===== src/rtl/morse_pkg.sv =====
// Shared Morse definitions: slot field widths, unit timing and the player FSM states.
package morse_pkg;

    localparam int unsigned CODE_W    = 4;
    localparam int unsigned LEN_W     = 3;
    localparam int unsigned MAX_ELEMS = 4;

    localparam int unsigned DOT_UNITS      = 1;
    localparam int unsigned DASH_UNITS     = 3;
    localparam int unsigned ELEM_GAP_UNITS = 1;
    localparam int unsigned CHAR_GAP_UNITS = 3;

    localparam int unsigned UNITS_W = 2;

    typedef enum logic [2:0] {
        ST_IDLE,
        ST_MARK,
        ST_ELEM_GAP,
        ST_CHAR_GAP,
        ST_FINISH
    } state_e;

    // Units-remaining preload for a mark; the counter holds units minus one.
    function automatic logic [UNITS_W-1:0] mark_rem(input logic is_dash);
        return is_dash ? UNITS_W'(DASH_UNITS - 1) : UNITS_W'(DOT_UNITS - 1);
    endfunction

    // Out-of-range element counts play as a full four-element character.
    function automatic logic [LEN_W-1:0] clamp_len(input logic [LEN_W-1:0] len);
        return (len > LEN_W'(MAX_ELEMS)) ? LEN_W'(MAX_ELEMS) : len;
    endfunction

endpackage


===== src/rtl/morse_tx_player_if.sv =====
// Control and status bundle between the message source and the Morse player.
interface morse_tx_player_if #(
    parameter int unsigned NUM_CHARS = 8
);
    import morse_pkg::*;

    localparam int unsigned IDX_W = (NUM_CHARS > 1) ? $clog2(NUM_CHARS) : 1;

    logic                        start;
    logic                        abort;
    logic [NUM_CHARS*CODE_W-1:0] codes;
    logic [NUM_CHARS*LEN_W-1:0]  lengths;
    logic                        key;
    logic                        busy;
    logic                        done;
    logic [IDX_W-1:0]            char_idx;

    modport master (
        output start, abort, codes, lengths,
        input  key, busy, done, char_idx
    );

    modport slave (
        input  start, abort, codes, lengths,
        output key, busy, done, char_idx
    );

endinterface


===== src/rtl/morse_unit_timer.sv =====
// Morse unit prescaler: pulses unit_tick_o on the last cycle of every unit, restarted by clear_i.
module morse_unit_timer #(
    parameter int unsigned UNIT_CYCLES = 25_000_000
) (
    input  logic clk_i,
    input  logic rst_i,
    input  logic clear_i,
    output logic unit_tick_o
);

    localparam int unsigned CNT_W = (UNIT_CYCLES > 1) ? $clog2(UNIT_CYCLES) : 1;
    localparam logic [CNT_W-1:0] LAST = CNT_W'(UNIT_CYCLES - 1);

    logic [CNT_W-1:0] cnt_q, cnt_d;
    logic             tick_q, tick_d;

    // Tick is precomputed from the next count so it stays registered even at one cycle per unit.
    always_comb begin
        cnt_d  = (clear_i || tick_q) ? '0 : cnt_q + CNT_W'(1);
        tick_d = (cnt_d == LAST);
    end

    always_ff @(posedge clk_i) begin
        if (rst_i) begin
            cnt_q  <= '0;
            tick_q <= 1'b0;
        end else begin
            cnt_q  <= cnt_d;
            tick_q <= tick_d;
        end
    end

    assign unit_tick_o = tick_q;

endmodule


===== src/rtl/morse_tx_player.sv =====
// Plays a latched packed Morse message onto the key line with standard unit timing.
module morse_tx_player
    import morse_pkg::*;
#(
    parameter int unsigned UNIT_CYCLES = 25_000_000,
    parameter int unsigned NUM_CHARS   = 8
) (
    input  logic             clock,
    input  logic             reset,
    morse_tx_player_if.slave bus
);

    localparam int unsigned IDX_W  = (NUM_CHARS > 1) ? $clog2(NUM_CHARS) : 1;
    localparam int unsigned ELEM_W = $clog2(MAX_ELEMS);

    state_e                           state_q, state_d;
    logic [NUM_CHARS-1:0][CODE_W-1:0] codes_q, codes_d, codes_in;
    logic [NUM_CHARS-1:0][LEN_W-1:0]  lens_q, lens_d, lens_in;
    logic [IDX_W-1:0]                 char_q, char_d, char_nxt;
    logic [ELEM_W-1:0]                elem_q, elem_d;
    logic [UNITS_W-1:0]               rem_q, rem_d;
    logic                             key_q, key_d;
    logic                             busy_q, busy_d;
    logic                             done_q, done_d;

    logic             unit_tick;
    logic             playing;
    logic             span_done;
    logic             more_elems;
    logic             next_live;
    logic [CODE_W-1:0] cur_code;

    assign codes_in = bus.codes;
    assign lens_in  = bus.lengths;

    morse_unit_timer #(
        .UNIT_CYCLES(UNIT_CYCLES)
    ) u_timer (
        .clk_i      (clock),
        .rst_i      (reset),
        .clear_i    (!playing),
        .unit_tick_o(unit_tick)
    );

    // Slot bookkeeping derived from the latched message.
    always_comb begin
        playing    = (state_q == ST_MARK) || (state_q == ST_ELEM_GAP) || (state_q == ST_CHAR_GAP);
        span_done  = unit_tick && (rem_q == '0);
        char_nxt   = char_q + IDX_W'(1);
        cur_code   = codes_q[char_q];
        more_elems = (LEN_W'(elem_q) + LEN_W'(1)) < clamp_len(lens_q[char_q]);
        next_live  = (char_q != IDX_W'(NUM_CHARS - 1)) && (lens_q[char_nxt] != '0);
    end

    always_comb begin
        state_d = state_q;
        codes_d = codes_q;
        lens_d  = lens_q;
        char_d  = char_q;
        elem_d  = elem_q;
        rem_d   = rem_q;
        if (unit_tick && (rem_q != '0)) begin
            rem_d = rem_q - UNITS_W'(1);
        end

        if (bus.abort && playing) begin
            state_d = ST_IDLE;
        end else begin
            case (state_q)
                ST_IDLE, ST_FINISH: begin
                    state_d = ST_IDLE;
                    if (bus.start) begin
                        codes_d = codes_in;
                        lens_d  = lens_in;
                        char_d  = '0;
                        elem_d  = '0;
                        if (lens_in[0] != '0) begin
                            state_d = ST_MARK;
                            rem_d   = mark_rem(codes_in[0][0]);
                        end else begin
                            state_d = ST_FINISH;
                        end
                    end
                end
                ST_MARK: begin
                    if (span_done) begin
                        if (more_elems) begin
                            state_d = ST_ELEM_GAP;
                            elem_d  = elem_q + ELEM_W'(1);
                            rem_d   = UNITS_W'(ELEM_GAP_UNITS - 1);
                        end else if (next_live) begin
                            state_d = ST_CHAR_GAP;
                            rem_d   = UNITS_W'(CHAR_GAP_UNITS - 1);
                        end else begin
                            state_d = ST_FINISH;
                        end
                    end
                end
                ST_ELEM_GAP: begin
                    if (span_done) begin
                        state_d = ST_MARK;
                        rem_d   = mark_rem(cur_code[elem_q]);
                    end
                end
                ST_CHAR_GAP: begin
                    if (span_done) begin
                        state_d = ST_MARK;
                        char_d  = char_nxt;
                        elem_d  = '0;
                        rem_d   = mark_rem(codes_q[char_nxt][0]);
                    end
                end
                default: state_d = ST_IDLE;
            endcase
        end

        key_d  = (state_d == ST_MARK);
        busy_d = (state_d == ST_MARK) || (state_d == ST_ELEM_GAP) || (state_d == ST_CHAR_GAP);
        done_d = (state_d == ST_FINISH);
    end

    always_ff @(posedge clock) begin
        if (reset) begin
            state_q <= ST_IDLE;
            codes_q <= '0;
            lens_q  <= '0;
            char_q  <= '0;
            elem_q  <= '0;
            rem_q   <= '0;
            key_q   <= 1'b0;
            busy_q  <= 1'b0;
            done_q  <= 1'b0;
        end else begin
            state_q <= state_d;
            codes_q <= codes_d;
            lens_q  <= lens_d;
            char_q  <= char_d;
            elem_q  <= elem_d;
            rem_q   <= rem_d;
            key_q   <= key_d;
            busy_q  <= busy_d;
            done_q  <= done_d;
        end
    end

    assign bus.key      = key_q;
    assign bus.busy     = busy_q;
    assign bus.done     = done_q;
    assign bus.char_idx = char_q;

endmodule


===== src/flat_wrapper.sv =====
// flat-port wrapper written by rule: the top's interface ports become plain ports
module morse_tx_player_flat import morse_pkg::*;
#(
    parameter int unsigned UNIT_CYCLES = 25_000_000,
    parameter int unsigned NUM_CHARS   = 8
)
  (clock, reset, bus_start, bus_abort, bus_codes, bus_lengths, bus_key, bus_busy, bus_done, bus_char_idx);
  morse_tx_player_if #(.NUM_CHARS(NUM_CHARS)) bus_i ();
  input  logic clock;
  input  logic reset;
  input wire logic [$bits(bus_i.start)-1:0] bus_start;
  input wire logic [$bits(bus_i.abort)-1:0] bus_abort;
  input wire logic [$bits(bus_i.codes)-1:0] bus_codes;
  input wire logic [$bits(bus_i.lengths)-1:0] bus_lengths;
  output wire logic [$bits(bus_i.key)-1:0] bus_key;
  output wire logic [$bits(bus_i.busy)-1:0] bus_busy;
  output wire logic [$bits(bus_i.done)-1:0] bus_done;
  output wire logic [$bits(bus_i.char_idx)-1:0] bus_char_idx;
  assign bus_i.start = bus_start;
  assign bus_i.abort = bus_abort;
  assign bus_i.codes = bus_codes;
  assign bus_i.lengths = bus_lengths;
  assign bus_key = bus_i.key;
  assign bus_busy = bus_i.busy;
  assign bus_done = bus_i.done;
  assign bus_char_idx = bus_i.char_idx;
  morse_tx_player #(.UNIT_CYCLES(UNIT_CYCLES), .NUM_CHARS(NUM_CHARS)) u_core (.clock(clock), .reset(reset), .bus(bus_i));
endmodule

===== config.mk =====
export PLATFORM = sky130hd
export DESIGN_NAME = morse_tx_player_flat
export DESIGN_NICKNAME = d
export VERILOG_FILES = /design/src/rtl/morse_pkg.sv /design/src/rtl/morse_tx_player_if.sv /design/src/rtl/morse_unit_timer.sv /design/src/rtl/morse_tx_player.sv /design/src/flat_wrapper.sv
export SDC_FILE = /design/constraint.sdc
export NUM_CORES = 1
export LEC_CHECK = 0
export CORE_MARGIN = 2
export CORE_UTILIZATION = 30
export DETAILED_ROUTE_END_ITERATION = 10
export GPL_TIMING_DRIVEN = 1
export PLACE_DENSITY = 0.5
export SYNTH_ARGS = -nofsm -noshare
export SYNTH_HDL_FRONTEND = slang
export SYNTH_HIERARCHICAL = 1
export SYNTH_SLANG_ARGS = --single-unit

===== constraint.sdc =====
create_clock -name clock -period 5.6 [get_ports clock]
set_clock_uncertainty 0.15 [all_clocks]
set_input_delay 0.56 -clock clock [delete_from_list [all_inputs] [get_ports clock]]
set_output_delay 0.56 -clock clock [all_outputs]
set_load 0.01 [all_outputs]

==> results.py <==
metrics = {
    "synthesis": {
        "synth_top_flop_cell": "dfxtp_1",
        "async_reset_ff_share_pct": 0,
        "synth.area.mux_share_pct": 11.8,
        "avgSynthCellArea_um2": 8.61,
        "synth_cells": 557,
        "synthDistinctLibCells": 63,
        "yosys.area_share.xor_xnor_pct": 4.57,
        "synth_fa_ha_area_share_pct": 2.04,
        "synth_area_um2": 4790,
        "syn-num-nets": 624,
        "synth-simple-area-share_pct": 25.4,
        "synth-seq-cells": 95,
        "synth_warnings": 6,
        "synth_compound_area_share_pct": 12.5,
        "synth_top_family_by_area": "simple AND/OR/NAND/NOR gates",
        "synth_edf_count": 0,
        "synth_seq_area_share_pct": 39.7,
    },
    "floorplanning": {
        "rows": 46,
        "chipHeight_um": 130,
        "coreArea_um2": 15800,
        "die_w_um": 130,
        "start_util_pct": 30.4,
        "dieArea_um2": 17000,
        "ios": 66,
    },
    "cts": {
        "htreeDepth": 3,
        "postCtsSetupRepairBufs": 0,
        "cts.clk_slew.worst_paths_ps": 60,
        "holdBufCountCts": 0,
        "cts_buffers": 9,
        "worstSkewPairLatency_ps": 350,
        "root_buffer": "clkbuf_16",
        "clock-sinks": 95,
        "post_cts_resized": 0,
        "cts_buffer_depth": 2,
        "cts_tree": "done",
    },
    "timing": {
        "finalWorstSetupSlack_ps": 2110,
        "slew_headroom_pct": 30.0,
        "slew_viol_final": 0,
        "tns_ps": 0,
        "finalHoldViolations": 0,
        "finalSetupViolCount": 0,
        "rsz0062_at_grt": "no",
        "post-route-period-util_pct": 62.3,
        "holdWs_ps": 307,
        "fmax_mhz": 287,
        "min_period_ps": 3490,
        "tightest_slew_ps": 1050,
    },
    "detailed_routing": {
        "post_drt_wl_per_cell_um": 14.4,
        "first_pass_iters": 4,
        "vias": 3953,
        "wl_um": 11800,
        "drc": 0,
        "viasPerCell": 4.83,
        "ant_nets": 0,
        "dr.first_iter.drc_count": 228,
    },
    "critical_path": {
        "crit_slowest_cell": "dfxtp_1",
        "crit_path_end_kind": "flip-flop",
        "startpoint": "u_core/bus.char_idx[1]$_SDFFE_PP0P_",
        "crit_arrival_ps": 3550,
        "critPathKind": "flip-flop to flip-flop",
        "crit_required_ps": 5660,
        "reg2reg_from": "u_core/bus.char_idx[1]$_SDFFE_PP0P_",
        "start_kind": "flip-flop",
        "cp_max_fo": 18,
        "path_cells": "mux4_2, mux2i_4, ha_1, a221oi_1, a41oi_4, a32o_1, nor2b_1",
        "rrSetupSlack_ps": 2110,
        "slowest_delay_ps": 900,
    },
    "grt": {
        "grt_pass1_wl_um": 19500,
        "antenna_found_initial": 0,
        "grt_pass1_vias": 3900,
        "grt_max_degree": 73,
        "grt_util_all_layers_pct": 14.5,
        "grt-ovfl-total": 0,
    },
    "layout": {
        "nets": 665,
        "final_common_cell": "nand2_1",
        "n_antenna_cell": 0,
        "drive_above_1_share_pct": 9.45,
        "mostFrequentLayoutCells": "nand2_1 (133), dfxtp_1 (95), clkdlybuf4s50_1 (64), a21oi_1 (62), nor2_1 (47)",
        "area_growth_pct": 22.9,
    },
    "run_status": {
        "status": "complete, no violations",
    },
    "place": {
        "port_buffers": 65,
        "pre_cts_ws_ps": 2070,
        "hpwl_um": 8430,
        "place_congestion": 0.867,
    },
    "worst_hold_path": {
        "hp-class": "flip-flop to flip-flop",
        "hold_start": "u_core/codes_q[2]$_SDFFE_PP0P_",
    },
    "run": {
        "cap_violations": 0,
    },
    "power": {
        "p_leak_nw": 1.99,
        "ir_drop_v": 0.000154,
        "p_per_area_nw_per_um2": 270,
    },
}
path summary, 6_finish.rpt:
check | depth (start not counted) | endpoint
worst max-delay path | 7 | u_core/bus.done$_SDFF_PP0_
worst min-delay path | 2 | u_core/codes_q[2]$_SDFFE_PP0P_
worst max register to register | 7 | u_core/bus.done$_SDFF_PP0_
worst min register to register | 2 | u_core/codes_q[2]$_SDFFE_PP0P_
Yosys cell counts (9+ instances only):
master	n	share of area [%]
nand3_1	11	1.1
mux2i_1	9	1.9
nor3_1	15	1.6
dfxtp_1	95	40
xor2_1	12	2.2
mux4_2	18	8.5
a21oi_1	62	6.5
nor2_1	47	3.7
clkbuf_1	22	1.7
nand2_1	134	10
xnor2_1	13	2.4
worst max-delay path, delay by kind of cell, from the launching register on:
family	cells	cell delay [ps]
AOI/OAI and AO/OA	3	1030
adders and majority gates	1	280
DFF	1	900
muxes	2	840
and+or+nand+nor	1	130
power breakdown:
group          internal, mW  total, mW  switching (mW)
Clock                 0.417      0.678           0.260
Combinational        0.0915      0.183          0.0917
Sequential            0.707      0.731          0.0243
area by class of cell:
| cell class | instances | area (um2) |
|---|---|---|
| sequential | 95 | 1900 |
| inverter | 6 | 22.5 |
| clock buffer | 12 | 256 |
| clock inverter | 4 | 76.3 |
| timing repair buffer | 67 | 661 |
| fill | 1658 | 9880 |
| multi-input combinational | 419 | 2700 |
| tap | 216 | 270 |
layer usage:
layer / routed length [um] / part of all wire, % / global-route usage (%)
met1: 5340 / 45 / 18.2
met2: 5780 / 49 / 24.4
met3: 457 / 3.9 / 4.36
met4: 172 / 1.5 / 4.07
met5: 0 / 0 / 0
registers in the layout, summed over array words and instances, names as in the netlist, 2 cells and up:
register,flops
u_core/codes_q,32
u_core/u_timer/cnt_q,25
u_core/lens_q,24
u_core/bus.char_idx,3
u_core/state_q,3
u_core/elem_q,2
u_core/rem_q,2
metrics by stage:
stage | instances | power, mW | util [%] | instance area (um2)
after floorplan | 557 | 0.850 | - | 4790
after global placement | 803 | 0.927 | 35.3 | 5560
after detailed placement | 803 | 0.930 | 35.3 | 5560
after CTS | 819 | 1.61 | 37.4 | 5890
after global routing | 819 | 1.66 | 37.4 | 5890
final | 819 | 1.59 | 37.4 | 5890
cell families after synthesis:
family                     Yosys count
AOI/OAI and AO/OA                   94
xor gates and xnor gates            25
adders and majority gates            8
buffers and inverters               43
DFF                                 95
muxes                               31
and+or+nand+nor                    261
No activity file was read; power rests on OpenSTA's default activity.
